## config.mk

```make
export PLATFORM = sky130hd
export DESIGN_NAME = seq_alu
export DESIGN_NICKNAME = d
export VERILOG_FILES = /design/src/rtl/alu_pkg.sv /design/src/rtl/alu_muldiv.sv /design/src/rtl/seq_alu.sv
export SDC_FILE = /design/constraint.sdc
export NUM_CORES = 1
export LEC_CHECK = 0
export ABC_AREA = 1
export BUFFER_PORTS_ARGS = -buffer_cell sky130_fd_sc_hd__clkbuf_2
export CAP_MARGIN = 10
export CORE_ASPECT_RATIO = 1.25
export CORE_MARGIN = 5
export CORE_UTILIZATION = 25
export CTS_BUF_LIST = sky130_fd_sc_hd__clkbuf_2 sky130_fd_sc_hd__clkbuf_4 sky130_fd_sc_hd__clkbuf_8
export DETAILED_ROUTE_END_ITERATION = 10
export HOLD_SLACK_MARGIN = 0.02
export PLACE_DENSITY = 0.43
export SLEW_MARGIN = 20
export SYNTH_ARGS = -nofsm -noshare
export SYNTH_HDL_FRONTEND = slang
export SYNTH_HIERARCHICAL = 1
export SYNTH_SLANG_ARGS = --single-unit
```

## constraint.sdc

```tcl
create_clock -name clk -period 5.05 [get_ports clk]
set_input_delay 0.505 -clock clk [delete_from_list [all_inputs] [get_ports clk]]
set_output_delay 0.505 -clock clk [all_outputs]
set_load 0.01 [all_outputs]
```

## src/rtl/alu_pkg.sv

```systemverilog
// Shared opcode constants, iterative-unit mode codes and FSM state encoding
// for the sequential ALU.
package alu_pkg;

  localparam logic [3:0] OP_ADD = 4'd0;
  localparam logic [3:0] OP_SUB = 4'd1;
  localparam logic [3:0] OP_AND = 4'd2;
  localparam logic [3:0] OP_OR  = 4'd3;
  localparam logic [3:0] OP_XOR = 4'd4;
  localparam logic [3:0] OP_NOR = 4'd5;
  localparam logic [3:0] OP_NOT = 4'd6;
  localparam logic [3:0] OP_SHL = 4'd7;
  localparam logic [3:0] OP_SHR = 4'd8;
  localparam logic [3:0] OP_SAR = 4'd9;
  localparam logic [3:0] OP_ROL = 4'd10;
  localparam logic [3:0] OP_ROR = 4'd11;
  localparam logic [3:0] OP_INC = 4'd12;
  localparam logic [3:0] OP_DEC = 4'd13;
  localparam logic [3:0] OP_MUL = 4'd14;
  localparam logic [3:0] OP_DIV = 4'd15;

  localparam logic MD_MUL = 1'b0;
  localparam logic MD_DIV = 1'b1;

  typedef logic [1:0] state_t;
  localparam state_t ST_IDLE    = 2'd0;
  localparam state_t ST_MUL_RUN = 2'd1;
  localparam state_t ST_DIV_RUN = 2'd2;

endpackage

```

## src/rtl/alu_muldiv.sv

```systemverilog
// Iterative unsigned shift-add multiplier / restoring divider, one bit per cycle.
// done and {hi, lo} are combinational: they describe the result of the final step.
module alu_muldiv
  import alu_pkg::*;
#(
  parameter int N = 8
) (
  input  logic         clk,
  input  logic         srst,
  input  logic         start,
  input  logic         mode,
  input  logic [N-1:0] a,
  input  logic [N-1:0] b,
  output logic [N-1:0] hi,
  output logic [N-1:0] lo,
  output logic         done
);

  localparam int CW = $clog2(N);
  localparam logic [CW-1:0] LAST = CW'(N - 1);

  logic          run_q, run_d;
  logic          mode_q, mode_d;
  logic [N-1:0]  acc_hi_q, acc_hi_d;
  logic [N-1:0]  acc_lo_q, acc_lo_d;
  logic [N-1:0]  opb_q, opb_d;
  logic [CW-1:0] cnt_q, cnt_d;

  logic [N:0]   madd;
  logic [N:0]   shifted;
  logic [N:0]   diff;
  logic         fits;
  logic [N-1:0] step_hi;
  logic [N-1:0] step_lo;

  // Multiply: add multiplicand into the high half when the multiplier LSB is set,
  // then shift the whole {hi, lo} accumulator right.  Divide: shift the next dividend
  // bit into the remainder and subtract the divisor when it fits.
  always_comb begin
    madd    = {1'b0, acc_hi_q} + (acc_lo_q[0] ? {1'b0, opb_q} : '0);
    shifted = {acc_hi_q, acc_lo_q[N-1]};
    diff    = shifted - {1'b0, opb_q};
    fits    = ~diff[N];
    if (mode_q == MD_DIV) begin
      step_hi = fits ? diff[N-1:0] : shifted[N-1:0];
      step_lo = {acc_lo_q[N-2:0], fits};
    end else begin
      step_hi = madd[N:1];
      step_lo = {madd[0], acc_lo_q[N-1:1]};
    end
  end

  assign done = run_q && (cnt_q == LAST);
  assign hi   = step_hi;
  assign lo   = step_lo;

  always_comb begin
    run_d    = run_q;
    mode_d   = mode_q;
    acc_hi_d = acc_hi_q;
    acc_lo_d = acc_lo_q;
    opb_d    = opb_q;
    cnt_d    = cnt_q;
    if (start) begin
      run_d    = 1'b1;
      mode_d   = mode;
      acc_hi_d = '0;
      acc_lo_d = (mode == MD_DIV) ? a : b;
      opb_d    = (mode == MD_DIV) ? b : a;
      cnt_d    = '0;
    end else if (run_q) begin
      acc_hi_d = step_hi;
      acc_lo_d = step_lo;
      cnt_d    = cnt_q + 1'b1;
      if (done) begin
        run_d = 1'b0;
      end
    end
  end

  always_ff @(posedge clk) begin
    if (srst) begin
      run_q    <= 1'b0;
      mode_q   <= MD_MUL;
      acc_hi_q <= '0;
      acc_lo_q <= '0;
      opb_q    <= '0;
      cnt_q    <= '0;
    end else begin
      run_q    <= run_d;
      mode_q   <= mode_d;
      acc_hi_q <= acc_hi_d;
      acc_lo_q <= acc_lo_d;
      opb_q    <= opb_d;
      cnt_q    <= cnt_d;
    end
  end

endmodule

```

## src/rtl/seq_alu.sv

```systemverilog
// Sequential ALU: single-cycle logic/arithmetic/shift ops computed here,
// MUL/DIV delegated to the iterative alu_muldiv unit; results held until next done.
module seq_alu
  import alu_pkg::*;
#(
  parameter int N = 8
) (
  input  logic         clk,
  input  logic         rst,
  input  logic         start,
  input  logic [N-1:0] A,
  input  logic [N-1:0] B,
  input  logic [3:0]   SEL,
  output logic [N-1:0] SUM,
  output logic [N-1:0] HI,
  output logic         CarryOut,
  output logic         Zero,
  output logic         Overflow,
  output logic         busy,
  output logic         done
);

  state_t       state_q, state_d;
  logic [N-1:0] a_q, a_d;
  logic [N-1:0] b_q, b_d;
  logic [3:0]   sel_q, sel_d;
  logic         pend_q, pend_d;
  logic [N-1:0] sum_q, sum_d;
  logic [N-1:0] hi_q, hi_d;
  logic         carry_q, carry_d;
  logic         ovf_q, ovf_d;
  logic         done_q, done_d;

  logic         accept;
  logic         md_start;
  logic         md_mode;
  logic         md_done;
  logic [N-1:0] md_hi;
  logic [N-1:0] md_lo;

  assign busy     = (state_q != ST_IDLE);
  assign accept   = start && !busy;
  // DIV by zero never enters the iterative unit; it completes like a single-cycle op.
  assign md_start = accept && ((SEL == OP_MUL) || ((SEL == OP_DIV) && (B != '0)));
  assign md_mode  = (SEL == OP_DIV) ? MD_DIV : MD_MUL;

  alu_muldiv #(.N(N)) u_muldiv (
    .clk   (clk),
    .srst  (rst),
    .start (md_start),
    .mode  (md_mode),
    .a     (A),
    .b     (B),
    .hi    (md_hi),
    .lo    (md_lo),
    .done  (md_done)
  );

  always_comb begin
    state_d = state_q;
    pend_d  = accept && !md_start;
    a_d     = accept ? A : a_q;
    b_d     = accept ? B : b_q;
    sel_d   = accept ? SEL : sel_q;
    case (state_q)
      ST_IDLE: begin
        if (md_start) begin
          state_d = (SEL == OP_DIV) ? ST_DIV_RUN : ST_MUL_RUN;
        end
      end
      ST_MUL_RUN, ST_DIV_RUN: begin
        if (md_done) begin
          state_d = ST_IDLE;
        end
      end
      default: state_d = ST_IDLE;
    endcase
  end

  logic [N-1:0] rhs;
  logic [N:0]   add_ext;
  logic [N:0]   sub_ext;
  logic         add_v;
  logic         sub_v;
  logic [N-1:0] alu_sum;
  logic [N-1:0] alu_hi;
  logic         alu_c;
  logic         alu_v;

  // INC/DEC reuse the adder/subtractor with a constant one as right operand.
  always_comb begin
    rhs     = ((sel_q == OP_INC) || (sel_q == OP_DEC)) ? {{(N-1){1'b0}}, 1'b1} : b_q;
    add_ext = {1'b0, a_q} + {1'b0, rhs};
    sub_ext = {1'b0, a_q} - {1'b0, rhs};
    add_v   = (a_q[N-1] == rhs[N-1]) && (add_ext[N-1] != a_q[N-1]);
    sub_v   = (a_q[N-1] != rhs[N-1]) && (sub_ext[N-1] != a_q[N-1]);

    alu_sum = '0;
    alu_hi  = '0;
    alu_c   = 1'b0;
    alu_v   = 1'b0;
    case (sel_q)
      OP_ADD, OP_INC: begin
        alu_sum = add_ext[N-1:0];
        alu_c   = add_ext[N];
        alu_v   = add_v;
      end
      OP_SUB, OP_DEC: begin
        alu_sum = sub_ext[N-1:0];
        alu_c   = ~sub_ext[N];
        alu_v   = sub_v;
      end
      OP_AND: alu_sum = a_q & b_q;
      OP_OR:  alu_sum = a_q | b_q;
      OP_XOR: alu_sum = a_q ^ b_q;
      OP_NOR: alu_sum = ~(a_q | b_q);
      OP_NOT: alu_sum = ~a_q;
      OP_SHL: begin
        alu_sum = {a_q[N-2:0], 1'b0};
        alu_c   = a_q[N-1];
      end
      OP_SHR: begin
        alu_sum = {1'b0, a_q[N-1:1]};
        alu_c   = a_q[0];
      end
      OP_SAR: begin
        alu_sum = {a_q[N-1], a_q[N-1:1]};
        alu_c   = a_q[0];
      end
      OP_ROL: begin
        alu_sum = {a_q[N-2:0], a_q[N-1]};
        alu_c   = a_q[N-1];
      end
      OP_ROR: begin
        alu_sum = {a_q[0], a_q[N-1:1]};
        alu_c   = a_q[0];
      end
      OP_DIV: begin
        alu_sum = '1;
        alu_hi  = a_q;
        alu_v   = 1'b1;
      end
      default: ;
    endcase
  end

  always_comb begin
    sum_d   = sum_q;
    hi_d    = hi_q;
    carry_d = carry_q;
    ovf_d   = ovf_q;
    done_d  = 1'b0;
    if (pend_q) begin
      sum_d   = alu_sum;
      hi_d    = alu_hi;
      carry_d = alu_c;
      ovf_d   = alu_v;
      done_d  = 1'b1;
    end else if (md_done) begin
      sum_d   = md_lo;
      hi_d    = md_hi;
      carry_d = 1'b0;
      ovf_d   = (state_q == ST_MUL_RUN) && (md_hi != '0);
      done_d  = 1'b1;
    end
  end

  always_ff @(posedge clk) begin
    if (rst) begin
      state_q <= ST_IDLE;
      a_q     <= '0;
      b_q     <= '0;
      sel_q   <= OP_ADD;
      pend_q  <= 1'b0;
      sum_q   <= '0;
      hi_q    <= '0;
      carry_q <= 1'b0;
      ovf_q   <= 1'b0;
      done_q  <= 1'b0;
    end else begin
      state_q <= state_d;
      a_q     <= a_d;
      b_q     <= b_d;
      sel_q   <= sel_d;
      pend_q  <= pend_d;
      sum_q   <= sum_d;
      hi_q    <= hi_d;
      carry_q <= carry_d;
      ovf_q   <= ovf_d;
      done_q  <= done_d;
    end
  end

  assign SUM      = sum_q;
  assign HI       = hi_q;
  assign CarryOut = carry_q;
  assign Overflow = ovf_q;
  assign Zero     = (sum_q == '0);
  assign done     = done_q;

endmodule

```

==> flow_summary_export.csv, run 1 <==
group,metric,value,unit
synthesis,ys_ff_latch,71,
min_path,worstHoldPathType,"in -> reg",
critical_path,critPathKind,"reg -> reg",
route,wl_per_cell,16.87,µm
floorplanning,initial_core_util,0.2550,
timing,slew_viol_final,0,
timing,finClkSkew,0.01133,ns
cts,clk_pin_slew_worst_paths,0.08,ns
synthesis,ys_seq_area_frac,0.2341,
route,drt-initial-drc-count,317,
synthesis,syn_nets,1031,
critical_path,startpoint_type,"flop",
critical_path,reg2regPathDepth,20,
route,vias,6129,
cells_and_area,seq_area,0.001421,mm²
cells_and_area,multi_input_area,0.003866,mm²
job,maxCapViolCount,0,
floorplanning,die_area,0.02752,mm²
floorplanning,core_area,0.02381,mm²
synthesis,synth-xor-area-share,0.007214,
min_path,hold_start,"SEL[1]",
pwr,power,2501,µW
timing,fin_crit,3.315,ns
grt,grt_max_degree,44,
synthesis,synth_cells,949,
route,wl,22000,µm
critical_path,cp_data_required_time,5.31,ns
timing,max_slew.worst_pin.slew,0.9784,ns
grt,track_usage,0.1618,
status,status,"finished, final reports clean",
synthesis,synth-edff-count,0,
critical_path,regToRegStartpoint,"u_muldiv/acc_lo_q[0]",
cells_and_area,layout.cells.non_filler,1304,
cells_and_area,antennaDiodeCount,0,
synthesis,yosysWarnings,6,
placement,place_congestion,0.8782,
cells_and_area,syn_to_final_growth,11.54,%
synthesis,async_flop_share,0,
timing,setup_violations,0,
timing,slew_headroom,0.3470,
synthesis,synth_cell_types,47,
cts,clk_latency,0.37,ns
floorplanning,dieHeight,184.2,µm
placement,dp_hpwl,17760,µm
timing,period_share,0.6565,
cts,cts.sinks,71,
route,ant_nets,0,
cells_and_area,nNetsFinal,1056,
synthesis,synth_top_family_by_area,"simple AND/OR/NAND/NOR gates",
floorplanning,die_w,149.4,µm
synthesis,synthFlopType,"dfxtp_1",
grt,grt_pass1_wl,34410,µm
synthesis,synth_compound_area_frac,0.1995,
synthesis,avgSynthCellArea,6.397,µm²
cts,cts_tree,"built",
grt,overflow,0,
grt,grt_pass1_vias,6099,
cts,htree_levels,3,
pwr,p_leak,0.003405,µW
grt,antenna_found_initial,0,
cells_and_area,final_cell_mix,"nand2_1, inv_1, o21ai_0, nand3_1, a21oi_1",
placement,place_inst,1288,
floorplanning,rows,63,
route,first_pass_iters,5,
cells_and_area,layout_commonest_cell,"nand2_1",
critical_path,arrival,3.57,ns
synthesis,synth_area,0.006071,mm²
cts,post_cts_buffers,0,
synthesis,synth_fa_ha_area_frac,0.1265,
route,vias_per_cell,4.700,
timing,final-hold-violation-count,0,
route,drc_errors,0,
cts,cts.path.max_buffers,2,
min_path,hold_path_end,"sel_q[1]",
cts,cts-resized-gates,0,
cts,numCtsBuffers,9,
cells_and_area,fillCellCount,2761,
critical_path,setup.worst_path.end_class,"flop",
placement,portBuffers,43,
cts,cts-root-buf,"clkbuf_8",
synthesis,synth-simple-area-share,0.3036,
synthesis,muxShareOfSynthArea,0,
floorplanning,pin_count,44,
min_path,hold_path_depth,3,
pwr,peakVddDrop,0.1045,mV
critical_path,worstPathMaxFanout,10,
pwr,powerDensity,369.3,mW/mm²
timing,max_freq,301.6,MHz
critical_path,r2r_end,"Overflow",
cells_and_area,drive_gt1_frac,0.1124,
timing,fin_setup_tns,0,ns
critical_path,rrSetupSlack,1.73,ns
timing,rsz0062_at_grt,"no",
cts,cts_hold_buf,0,
critical path, stage by stage, from the launching register on:
cell     delay, ns
dfxtp_1       0.57
nand2_1       0.10
inv_1         0.06
ha_1          0.17
inv_1         0.06
fa_1          0.35
inv_1         0.09
nand3_1       0.07
nand2_1       0.12
nand2_1       0.06
inv_1         0.09
nand2_1       0.09
nand2_1       0.07
nand2_1       0.05
nand3_1       0.08
nand2_1       0.07
or2_2         0.30
nor4_1        0.46
o21ai_0       0.16
nand2_1       0.14
a21oi_1       0.06
state kept, by name, summed over array words and instances, names as in the netlist:
name,flops
a_q,8
HI,8
u_muldiv/cnt_q,3
u_muldiv/mode_q,1
b_q,8
sel_q,4
u_muldiv/acc_hi_q,8
state_q,2
SUM,8
pend_q,1
Overflow,1
u_muldiv/acc_lo_q,8
CarryOut,1
done,1
u_muldiv/run_q,1
u_muldiv/opb_q,8
per-stage QoR:
step / hold WS (ns) / utilization / setup slack, ns / instance area (µm²)
floorplan: 0.4428 / - / 2.470 / 6071
global placement: 0.4572 / 0.2739 / 1.833 / 6521
detailed placement: 0.4648 / 0.2739 / 1.864 / 6521
CTS: 0.4238 / 0.2845 / 1.847 / 6771
global route: 0.4670 / 0.2845 / 1.533 / 6771
finish: 0.4473 / 0.2845 / 1.735 / 6771
layout make-up:
type | instances | share of cell area
multi-input cells | 688 | 0.5710
flip-flops and latches | 71 | 0.2099
repair buffers | 45 | 0.03400
inverters | 159 | 0.08814
clock inverters | 5 | 0.01552
clock buffers | 11 | 0.02143
well taps | 325 | 0.06005
kinds of logic (layout without fill, tap and decap cells):
logic type / count (synthesis) / after routing
xor gates and xnor gates: 5 / 5
buffers and inverters: 190 / 220
and+or+nand+nor: 403 / 403
adders and majority gates: 59 / 59
AOI/OAI and AO/OA: 221 / 221
DFF: 71 / 71
report_power, final:
part	total, µW	switching [µW]	internal, µW
clock	582	235	347
combinational	1170	786	380
sequential	753	110	643
total	2500	1130	1370
per-layer routing:
layer / part of all wire / up-vias / track usage
li1: - / 3152 / -
met1: 0.42 / 2832 / 0.1823
met2: 0.52 / 101 / 0.2978
met3: 0.018 / 44 / 0.02066
met4: 0.045 / 0 / 0.08022
met5: 0 / - / 0
how the worst max path moves through the flow:
| stage | slack (ns) | to | from |
|---|---|---|---|
| after floorplan | 2.47 | Overflow | u_muldiv/acc_lo_q[0] |
| after global placement | 1.83 | Overflow | u_muldiv/acc_lo_q[7] |
| after detailed placement | 1.86 | Overflow | u_muldiv/acc_lo_q[7] |
| after CTS | 1.85 | Overflow | u_muldiv/acc_lo_q[7] |
| after global routing | 1.53 | Overflow | u_muldiv/acc_lo_q[0] |
| final | 1.73 | Overflow | u_muldiv/acc_lo_q[0] |
Yosys cell counts, types with 2 or more instances:
cell / n / share of area
nand2_1: 208 / 0.13
inv_1: 149 / 0.092
o21ai_0: 101 / 0.083
nand3_1: 88 / 0.073
a21oi_1: 79 / 0.065
dfxtp_1: 71 / 0.23
ha_1: 55 / 0.11
nor2_1: 50 / 0.031
clkbuf_1: 18 / 0.011
nand4_1: 13 / 0.013
nand2_2: 10 / 0.010
o22ai_1: 9 / 0.0093
a21oi_2: 8 / 0.012
inv_2: 8 / 0.0049
a221o_1: 7 / 0.012
nor2_2: 7 / 0.0072
o21ai_1: 6 / 0.0049
clkbuf_8: 4 / 0.0091
fa_1: 4 / 0.013
nand2_4: 4 / 0.0074
nand3b_1: 4 / 0.0049
nor4_1: 4 / 0.0041
or2_2: 4 / 0.0041
buf_2: 3 / 0.0025
buf_4: 3 / 0.0037
o21a_1: 3 / 0.0037
xnor2_1: 3 / 0.0043
a211oi_1: 2 / 0.0025
and2_1: 2 / 0.0021
buf_6: 2 / 0.0037
clkinv_1: 2 / 0.0012
nand3_2: 2 / 0.0033
xor2_1: 2 / 0.0029
Note: power is estimated with default switching activity, not from simulation.
==> run 2, diff against run 1 <==
Clock period 5.05 ns to 3.15 ns, I/O delays scaled along.
==> run 2 against run 1 <==
Against the previous run: clock power rose by 65%; hold slack worse by 0.18 ns; combinational power increased by 66%; highest routed layer unchanged; worst setup slack worse by 1.4 ns; global-route usage is 0.21 points lower; total power increased by 63%; die area unchanged; cell area rose by 1.6%; clock-buffer cell count down 2; sequential power grew 55%.
==> flow_summary_export.csv, run 2 (same netlist as run 1, synthesis figures left out) <==
group,metric,value,unit
critical_path,cp_data_required_time,3.38,ns
route,drt-initial-drc-count,324,
floorplanning,initial_core_util,0.2550,
cts,cts.path.max_buffers,2,
cts,cts-root-buf,"clkbuf_8",
cells_and_area,seq_area,0.001423,mm²
cells_and_area,final_util,0.2889,
pwr,switching_share,0.4413,
min_path,hold_start,"SEL[3]",
cells_and_area,multi_input_area,0.003866,mm²
floorplanning,dieHeight,184.2,µm
critical_path,setup.worst_path.end_class,"flop",
timing,max_freq,361.1,MHz
cells_and_area,layout_commonest_cell,"nand2_1",
cells_and_area,fin_area,0.006878,mm²
timing,fin_setup_tns,0,ns
timing,rsz0062_at_grt,"no",
status,status,"finished, final reports clean",
cts,clk_pin_slew_worst_paths,0.08,ns
timing,period_share,0.8791,
grt,grt_max_degree,43,
grt,grt_pass1_vias,5988,
timing,fin_crit,2.769,ns
grt,antenna_found_initial,0,
cts,numCtsBuffers,9,
floorplanning,rows,63,
grt,grt_pass1_wl,34000,µm
cells_and_area,drive_gt1_frac,0.1241,
pwr,powerDensity,591.5,mW/mm²
route,vias,6143,
timing,setup_ws,0.3807,ns
placement,portBuffers,43,
floorplanning,die_w,149.4,µm
placement,place_ws,0.3416,ns
cells_and_area,nNetsFinal,1069,
grt,track_usage,0.1598,
route,wl_per_cell,16.63,µm
timing,finClkSkew,0.008751,ns
timing,slew_headroom,0.5371,
placement,dp_hpwl,18050,µm
cts,cts_hold_buf,0,
timing,setup_violations,0,
cells_and_area,syn_to_final_growth,13.29,%
pwr,p_comb_frac,0.476,
grt,overflow,0,
cts,clk_latency,0.35,ns
floorplanning,die_area,0.02752,mm²
route,drc_errors,0,
critical_path,worstPathMaxFanout,9,
route,ant_nets,0,
pwr,internal_power,2273,µW
pwr,seqPwrFrac,0.288,
critical_path,startpoint_type,"flop",
critical_path,critPathKind,"reg -> reg",
timing,slew_viol_final,0,
cts,cts.sinks,71,
cts,htree_levels,3,
cts,cts_tree,"built",
min_path,worstHoldPathType,"in -> reg",
job,maxCapViolCount,0,
pwr,p_sw,1795,µW
route,first_pass_iters,5,
placement,place_congestion,0.9037,
pwr,peakVddDrop,0.2000,mV
route,wl,21880,µm
timing,final-hold-violation-count,0,
route,vias_per_cell,4.668,
cells_and_area,final_cell_mix,"nand2_1, inv_1, o21ai_0, nand3_1, a21oi_1",
cells_and_area,fillCellCount,2789,
cells_and_area,antennaDiodeCount,0,
pwr,p_leak,0.003482,µW
critical_path,crit_start,"u_muldiv/acc_lo_q[7]",
critical_path,arrival,3.00,ns
pwr,p_clk_frac,0.236,
critical_path,regToRegStartpoint,"u_muldiv/acc_lo_q[7]",
timing,max_slew.worst_pin.slew,0.6918,ns
floorplanning,pin_count,44,
placement,dpl_cell_area,0.006619,mm²
floorplanning,core_area,0.02381,mm²
## run 2: cell count changes in the layout (fill, tap and decap cells not counted)
cell	delta
buf_4	+13
bufinv_16	+1
clkbuf_4	-1
clkbuf_8	-1
clkinv_2	+1
clkinv_4	+1
clkinvlp_4	-2
dfxtp_1	-1
dfxtp_2	+1
## run 2: per-layer routing
| layer | vias to the layer above | share of wire | GRT usage |
|---|---|---|---|
| met5 | - | 0 | 0 |
| met3 | 35 | 0.027 | 0.02189 |
| met1 | 2847 | 0.41 | 0.1810 |
| met4 | 0 | 0.034 | 0.06227 |
| li1 | 3175 | - | - |
| met2 | 86 | 0.52 | 0.3000 |
## run 2: per-stage QoR
step           power (µW)  hold slack (ns)  instances
6_report             4068           0.2663       1316
5_1_grt              4400           0.2728       1316
4_1_cts              4111           0.2472       1316
3_5_place_dp         3135           0.4669       1301
3_3_place_gp         3145           0.4589       1301
2_1_floorplan        2519           0.3841        949
## run 2: power groups by stage
stage / Clock, µW / Sequential [µW] / Combinational (µW)
floorplan: 0 / 1170 / 1350
global placement: 0 / 1200 / 1950
detailed placement: 0 / 1200 / 1940
CTS: 988 / 1180 / 1950
global route: 1020 / 1190 / 2180
finish: 959 / 1170 / 1940
## run 2: path summary, 6_finish.rpt
path | to | slack [ns] | depth (start not counted)
max reg2reg | Overflow | 0.38 | 18
min reg2reg | u_muldiv/cnt_q[1] | 0.47 | 2
max | Overflow | 0.38 | 18
min | sel_q[3] | 0.27 | 3
## run 2: area by class of cell
type,count,area share
repair buffers,58,0.04766
clock inverters,6,0.01947
multi-input cells,688,0.5621
well taps,325,0.05912
clock buffers,9,0.01801
inverters,159,0.08677
flip-flops and latches,71,0.2068
## run 2: worst max-delay path, cell delays in order, from the launching register on
cell	delay, ns
dfxtp_1	0.32
inv_1	0.08
ha_1	0.25
fa_1	0.41
inv_1	0.07
nand2_1	0.04
nand2_1	0.11
nand3_2	0.12
nand2_2	0.11
nand2_4	0.10
nand2_8	0.11
nand2_1	0.06
nand3_1	0.09
nand2_1	0.09
or2_2	0.28
nor4_1	0.22
o21ai_0	0.11
nand2_1	0.07
a21oi_1	0.04
## run 2: what timing repair did
| action | in CTS | in global routing |
|---|---|---|
| resized for setup | 0 | 1 |
| setup endpoints to repair | 0 | 1 |
| setup buffers | 0 | 0 |
